<file path="src/rtl/awg_pkg.sv">
// Shared definitions for the AWG serial link (transmit and receive paths).
// Provides the UART frame width, the UART FSM state type and a helper that
// derives the baud divider from the clock and line rates.
package awg_pkg;

  localparam int UART_DATA_BITS = 8;

  typedef enum logic [1:0] {
    UART_IDLE,
    UART_START,
    UART_DATA,
    UART_STOP
  } uart_state_t;

  // Integer divide: the line rate is approximated by whole clock cycles per bit.
  function automatic int clks_per_bit(input int clk_freq, input int baud);
    return clk_freq / baud;
  endfunction

endpackage

</file>
<file path="src/rtl/uart_transmitter_sync_fifo.sv">
// sync_fifo: single-clock byte queue used by the UART transmitter.
// Ports:
//   clk, rst        clock (rising edge), asynchronous active-high reset
//   push_i, wdata_i write request and data (ignored when full)
//   pop_i           read request (ignored when empty)
//   rdata_o         head-of-queue data (valid when not empty)
//   full_o, empty_o occupancy flags
//   count_o         number of stored entries, 0..DEPTH
// A push into an empty queue only becomes visible one cycle later; there is
// no fall-through path from wdata_i to rdata_o.
module sync_fifo #(
  parameter int WIDTH = 8,
  parameter int DEPTH = 4
) (
  input  logic               clk,
  input  logic               rst,
  input  logic               push_i,
  input  logic [WIDTH-1:0]   wdata_i,
  input  logic               pop_i,
  output logic [WIDTH-1:0]   rdata_o,
  output logic               full_o,
  output logic               empty_o,
  output logic [$clog2(DEPTH):0] count_o
);

  localparam int AW = $clog2(DEPTH);

  logic [WIDTH-1:0] mem_q [DEPTH];
  logic [AW-1:0]    wptr_q, wptr_d;
  logic [AW-1:0]    rptr_q, rptr_d;
  logic [AW:0]      count_q, count_d;
  logic             push_ok_s;
  logic             pop_ok_s;

  assign full_o    = (count_q == (AW + 1)'(DEPTH));
  assign empty_o   = (count_q == {(AW + 1){1'b0}});
  assign count_o   = count_q;
  assign rdata_o   = mem_q[rptr_q];
  assign push_ok_s = push_i && !full_o;
  assign pop_ok_s  = pop_i && !empty_o;

  // Next-state for pointers and occupancy; pointers wrap naturally at DEPTH.
  always_comb begin
    wptr_d  = wptr_q;
    rptr_d  = rptr_q;
    count_d = count_q;
    if (push_ok_s) begin
      wptr_d = wptr_q + AW'(1);
    end else begin
      wptr_d = wptr_q;
    end
    if (pop_ok_s) begin
      rptr_d = rptr_q + AW'(1);
    end else begin
      rptr_d = rptr_q;
    end
    case ({push_ok_s, pop_ok_s})
      2'b10:   count_d = count_q + (AW + 1)'(1);
      2'b01:   count_d = count_q - (AW + 1)'(1);
      default: count_d = count_q;
    endcase
  end

  // Pointer and occupancy registers.
  always_ff @(posedge clk or posedge rst) begin
    if (rst) begin
      wptr_q  <= {AW{1'b0}};
      rptr_q  <= {AW{1'b0}};
      count_q <= {(AW + 1){1'b0}};
    end else begin
      wptr_q  <= wptr_d;
      rptr_q  <= rptr_d;
      count_q <= count_d;
    end
  end

  // Storage array; cleared on reset so stale bytes never reach the line.
  always_ff @(posedge clk or posedge rst) begin
    if (rst) begin
      for (int i = 0; i < DEPTH; i++) begin
        mem_q[i] <= {WIDTH{1'b0}};
      end
    end else if (push_ok_s) begin
      mem_q[wptr_q] <= wdata_i;
    end
  end

endmodule

</file>
<file path="src/rtl/uart_transmitter.sv">
// uart_transmitter: 8N1 UART transmitter with a small input byte queue.
// Ports:
//   clk       system clock, rising edge
//   rst       asynchronous active-high reset (aborts any frame in flight)
//   tx_data   byte to send
//   tx_valid  tx_data valid this cycle
//   tx_ready  queue can accept; byte taken when tx_valid && tx_ready
//   uart_tx   serial line, idle high, registered
//   tx_busy   frame on the line or bytes still queued
module uart_transmitter
  import awg_pkg::*;
#(
  parameter int CLK_FREQ   = 50_000_000,
  parameter int BAUD_RATE  = 115_200,
  parameter int FIFO_DEPTH = 4
) (
  input  logic       clk,
  input  logic       rst,
  input  logic [7:0] tx_data,
  input  logic       tx_valid,
  output logic       tx_ready,
  output logic       uart_tx,
  output logic       tx_busy
);

  localparam int CPB = clks_per_bit(CLK_FREQ, BAUD_RATE);
  localparam int CW  = $clog2(CPB);
  localparam logic [CW-1:0] BAUD_LAST = CW'(CPB - 1);
  localparam logic [2:0]    LAST_BIT  = 3'(UART_DATA_BITS - 1);
  localparam int FAW = $clog2(FIFO_DEPTH);

  uart_state_t   state_q, state_d;
  logic [CW-1:0] baud_q, baud_d;
  logic [2:0]    bit_idx_q, bit_idx_d;
  logic [7:0]    shift_q, shift_d;
  logic          tx_q, tx_d;

  logic          fifo_push_s;
  logic          fifo_pop_s;
  logic [7:0]    fifo_rdata_s;
  logic          fifo_full_s;
  logic          fifo_empty_s;
  logic [FAW:0]  fifo_count_s;
  logic          baud_last_s;

  assign tx_ready    = !fifo_full_s;
  assign fifo_push_s = tx_valid && !fifo_full_s;
  assign uart_tx     = tx_q;
  assign tx_busy     = (state_q != UART_IDLE) || (fifo_count_s != {(FAW + 1){1'b0}});
  assign baud_last_s = (baud_q == BAUD_LAST);

  sync_fifo #(
    .WIDTH(8),
    .DEPTH(FIFO_DEPTH)
  ) u_fifo (
    .clk    (clk),
    .rst    (rst),
    .push_i (fifo_push_s),
    .wdata_i(tx_data),
    .pop_i  (fifo_pop_s),
    .rdata_o(fifo_rdata_s),
    .full_o (fifo_full_s),
    .empty_o(fifo_empty_s),
    .count_o(fifo_count_s)
  );

  // Frame sequencing. tx_d is the line level for the *next* cycle, so the
  // registered output changes on the same edge as the state.
  always_comb begin
    state_d    = state_q;
    baud_d     = baud_q;
    bit_idx_d  = bit_idx_q;
    shift_d    = shift_q;
    tx_d       = tx_q;
    fifo_pop_s = 1'b0;
    case (state_q)
      UART_IDLE: begin
        tx_d      = 1'b1;
        baud_d    = {CW{1'b0}};
        bit_idx_d = 3'd0;
        if (!fifo_empty_s) begin
          fifo_pop_s = 1'b1;
          shift_d    = fifo_rdata_s;
          state_d    = UART_START;
          tx_d       = 1'b0;
        end else begin
          state_d = UART_IDLE;
        end
      end
      UART_START: begin
        if (baud_last_s) begin
          baud_d    = {CW{1'b0}};
          bit_idx_d = 3'd0;
          state_d   = UART_DATA;
          tx_d      = shift_q[0];
        end else begin
          baud_d = baud_q + CW'(1);
          tx_d   = 1'b0;
        end
      end
      UART_DATA: begin
        if (baud_last_s) begin
          baud_d = {CW{1'b0}};
          if (bit_idx_q == LAST_BIT) begin
            state_d = UART_STOP;
            tx_d    = 1'b1;
          end else begin
            // LSB first: drop the bit just sent, present the next one.
            bit_idx_d = bit_idx_q + 3'd1;
            shift_d   = {1'b0, shift_q[7:1]};
            tx_d      = shift_q[1];
          end
        end else begin
          baud_d = baud_q + CW'(1);
        end
      end
      UART_STOP: begin
        if (baud_last_s) begin
          baud_d = {CW{1'b0}};
          // Queued byte follows immediately with no idle gap.
          if (!fifo_empty_s) begin
            fifo_pop_s = 1'b1;
            shift_d    = fifo_rdata_s;
            state_d    = UART_START;
            tx_d       = 1'b0;
          end else begin
            state_d = UART_IDLE;
            tx_d    = 1'b1;
          end
        end else begin
          baud_d = baud_q + CW'(1);
          tx_d   = 1'b1;
        end
      end
      default: begin
        state_d = UART_IDLE;
        baud_d  = {CW{1'b0}};
        tx_d    = 1'b1;
      end
    endcase
  end

  // State, counters, shift register and the registered line driver.
  always_ff @(posedge clk or posedge rst) begin
    if (rst) begin
      state_q   <= UART_IDLE;
      baud_q    <= {CW{1'b0}};
      bit_idx_q <= 3'd0;
      shift_q   <= 8'h00;
      tx_q      <= 1'b1;
    end else begin
      state_q   <= state_d;
      baud_q    <= baud_d;
      bit_idx_q <= bit_idx_d;
      shift_q   <= shift_d;
      tx_q      <= tx_d;
    end
  end

endmodule

</file>
<file path="config.mk">
export PLATFORM = sky130hd
export DESIGN_NAME = uart_transmitter
export DESIGN_NICKNAME = d
export VERILOG_FILES = /design/src/rtl/awg_pkg.sv /design/src/rtl/uart_transmitter_sync_fifo.sv /design/src/rtl/uart_transmitter.sv
export SDC_FILE = /design/constraint.sdc
export NUM_CORES = 1
export LEC_CHECK = 0
export ABC_AREA = 1
export BUFFER_PORTS_ARGS = -buffer_cell sky130_fd_sc_hd__buf_2
export CAP_MARGIN = 20
export CORE_ASPECT_RATIO = 0.75
export CORE_UTILIZATION = 55
export DETAILED_ROUTE_END_ITERATION = 6
export PLACE_DENSITY = 0.79
export SETUP_SLACK_MARGIN = 0.05
export SLEW_MARGIN = 20
export SYNTH_ARGS = -nofsm -noshare
export SYNTH_HDL_FRONTEND = slang
export SYNTH_HIERARCHICAL = 1
export SYNTH_SLANG_ARGS = --single-unit
</file>
<file path="constraint.sdc">
create_clock -name clk -period 2.8 [get_ports clk]
set_input_delay 0.28 -clock clk [delete_from_list [all_inputs] [get_ports clk]]
set_output_delay 0.28 -clock clk [all_outputs]
set_load 0.02 [all_outputs]
</file>
==> impl_metrics.ini <==
[timing]
fin_crit_sh = 0.883
relSlewSlack = 0.368
setup_tns_ns = 0
worst_pin_slew_ns = 0.947
setup_viol = 0
hold_viol_final = 0
period_minus_slack_ns = 2.47
worst_slack_ns = 0.327
max_freq_ghz = 0.404
rsz0062_at_grt = false
slew_violations = 0
fin_skew_ns = 0.0105

[critical_path]
cpMostUsedCell = inv_1
crit_end = u_fifo/count_o[2]
cp_slowest_cell = dfrtp_1
crit_family = adder cells
cp-startpoint = state_q[0]
worstSetupStartpointType = register
critical-path-max-stage-delay_ns = 0.42
cp_max_fo = 4
worst-path-buf-inv = 5
required_ns = 3.02
reg2reg_depth = 15
crit_type = reg -> reg
cp-end-kind = register
reg2reg_slack_ns = 0.33
reg2reg_from = state_q[0]
arrival_ns = 2.70
crit_path_cell_trace = inv_1 > ha_1 > inv_1 > nor2_1 > inv_1 > a21oi_1 > nand2_1 > inv_1 > ha_1 > inv_1 > fa_1 > nand2_1 > nand3_1 > nand2_1 > nand2_1
path_depth = 15
r2r-end = u_fifo/count_o[2]

[finish]
layout.cells.non_filler = 528
drive_gt1_frac = 0.111
diodes = 0
area_growth_pct = 8.03
final_nets = 470

[place]
dp.cells = 512
hpwlAfterDp_um = 5230
io_buffer_count = 13
detailedPlace.worstSlack_ns = 0.364
place_congestion = 0.805

[job]
drv_cap = 0

[clock_tree]
cts_sinks = 62
htreeDepth = 3
clk_latency_ns = 0.33
cts_inserted_buffers = 9
clockBufferDepth = 2
post_cts_resized = 0
ctsHoldBuffers = 0
cts_setup_buffers = 0
path_clk_slew_ns = 0.07
cts_tree = yes
cts_root_buffer = clkbuf_8

[synth]
postSynthCellCount = 432
syn_nets = 457
synth-seq-cells = 62
synth_edf_count = 0
synthArstFlopShare = 1.00
synth_top_area_frac = 0.448
seq_area_frac_synth = 0.455
yosys-top-cells-count = nand2_1, dfrtp_1, nor2_1, nand4_1, o21ai_0
synth-warning-count = 6
ys_types = 32
netlist_top_cells_area = dfrtp_1, nand2_1, nand4_1
netlist_area_mm2 = 0.00341
ys.flop_type = dfrtp_1
synth.most_common_cell = nand2_1
synth_top_cell_by_area = dfrtp_1
syn_avg_cell_area_um2 = 7.90

[detailed_routing]
avgViaCountPerCell = 5.56
detail_route.first_pass.iterations = 4
ant_nets = 0
drt_wl_total_um = 7510
first_iter_violations = 325
post-route-drc-count = 0
wire_per_inst_um = 14.2
num_vias = 2938

[power_and_ir_drop]
ir_drop_uv = 557
power.density_mw_per_mm2 = 1150
p_leak_nw = 1.94

[die]
num_rows = 24
ios = 14
dieArea_mm2 = 0.00652
die_x_um = 92.9
core_mm2 = 0.00589
die_h_um = 70.2
start_util = 0.580

[hold_path]
hp-class = in -> async

[global_route]
grt_max_degree = 39
overflow = 0
antenna_found_initial = 0
grt_pass1_vias = 2717
grt_use_total = 0.249
grt_first_pass_wirelength_um = 12800

[run_status]
status = finished, final reports clean
==> cells by family (layout without fill, tap and decap cells) <==
kind of cell    Yosys count  in the layout  synth area share
compound gates           41             41            0.0690
xor+xnor                  2              2           0.00514
fa+ha+maj                14             14            0.0536
buf+inv                  52             70            0.0737
flops                    62             62             0.455
simple gates            261            261             0.343
==> area by class of cell <==
type,count,area (um2)
Fill cell,518,2200
Multi-Input combinational cell,318,1610
Timing Repair Buffer,20,118
Clock buffer,16,180
Sequential cell,62,1550
Tap cell,78,97.6
Inverter,34,128
==> layout by cell type (no fill, tap or decap), types with 4 or more instances in the layout <==
cell      count
nand2_1     147
dfrtp_1      61
nor2_1       36
nand4_1      36
o21ai_0      32
inv_1        29
nand3_1      23
ha_1         13
buf_2        13
clkbuf_8     12
buf_4         7
a21oi_1       5
nor3_1        5
inv_2         4
clkbuf_1      4
==> how the worst min path moves through the flow <==
stage,start,endpoint,cells past startpoint
4_1_cts,rst,baud_q[0],2
3_5_place_dp,u_fifo/mem_q[23],u_fifo/mem_q[23],2
6_report,rst,baud_q[2],2
2_1_floorplan,rst,baud_q[0],1
5_1_grt,tx_data[4],u_fifo/mem_q[4],3
3_3_place_gp,u_fifo/mem_q[4],u_fifo/mem_q[4],2
==> sequential cells by signal, indices dropped and copies added, names as in the netlist <==
name,cells
baud_q,9
bit_idx_q,3
shift_q,8
state_q,2
u_fifo/count_o,3
u_fifo/mem_q,32
u_fifo/rptr_q,2
u_fifo/wptr_q,2
uart_tx,1
==> worst reg2reg max path, delay by kind of cell (launching register included) <==
kind | cells | cell delay (ns)
AO/OA/AOI/OAI | 1 | 0.24
adder cells (fa/ha/maj) | 3 | 0.73
buffers and inverters | 5 | 0.37
flip-flops | 1 | 0.42
AND/OR/NAND/NOR | 6 | 0.60
==> power breakdown <==
part	switching [W]	leakage (nW)	internal (W)
clock network	0.000321	0.0910	0.000396
logic	0.00134	1.07	0.000683
registers	0.000231	0.788	0.00128
==> metal layers <==
| layer | up-vias | global-route usage | wire length, um |
|---|---|---|---|
| met2 | 108 | 0.366 | 3360 |
| li1 | 1434 | - | - |
| met4 | 0 | 0.0598 | 36 |
| met3 | 4 | 0.0632 | 502 |
| met5 | - | 0 | 0 |
| met1 | 1392 | 0.369 | 3610 |
==> through the flow <==
| step | hold WS, ns | utilization | area (um2) | total power, W |
|---|---|---|---|---|
| finish | 0.131 | 0.626 | 3680 | 0.00425 |
| detailed placement | 0.453 | 0.595 | 3500 | 0.00351 |
| CTS | 0.161 | 0.626 | 3680 | 0.00425 |
| global placement | 0.448 | 0.595 | 3500 | 0.00343 |
| global route | 0.232 | 0.626 | 3680 | 0.00464 |
| floorplan | 0.281 | - | 3410 | 0.00307 |
Power figures use the tool's default switching activity.
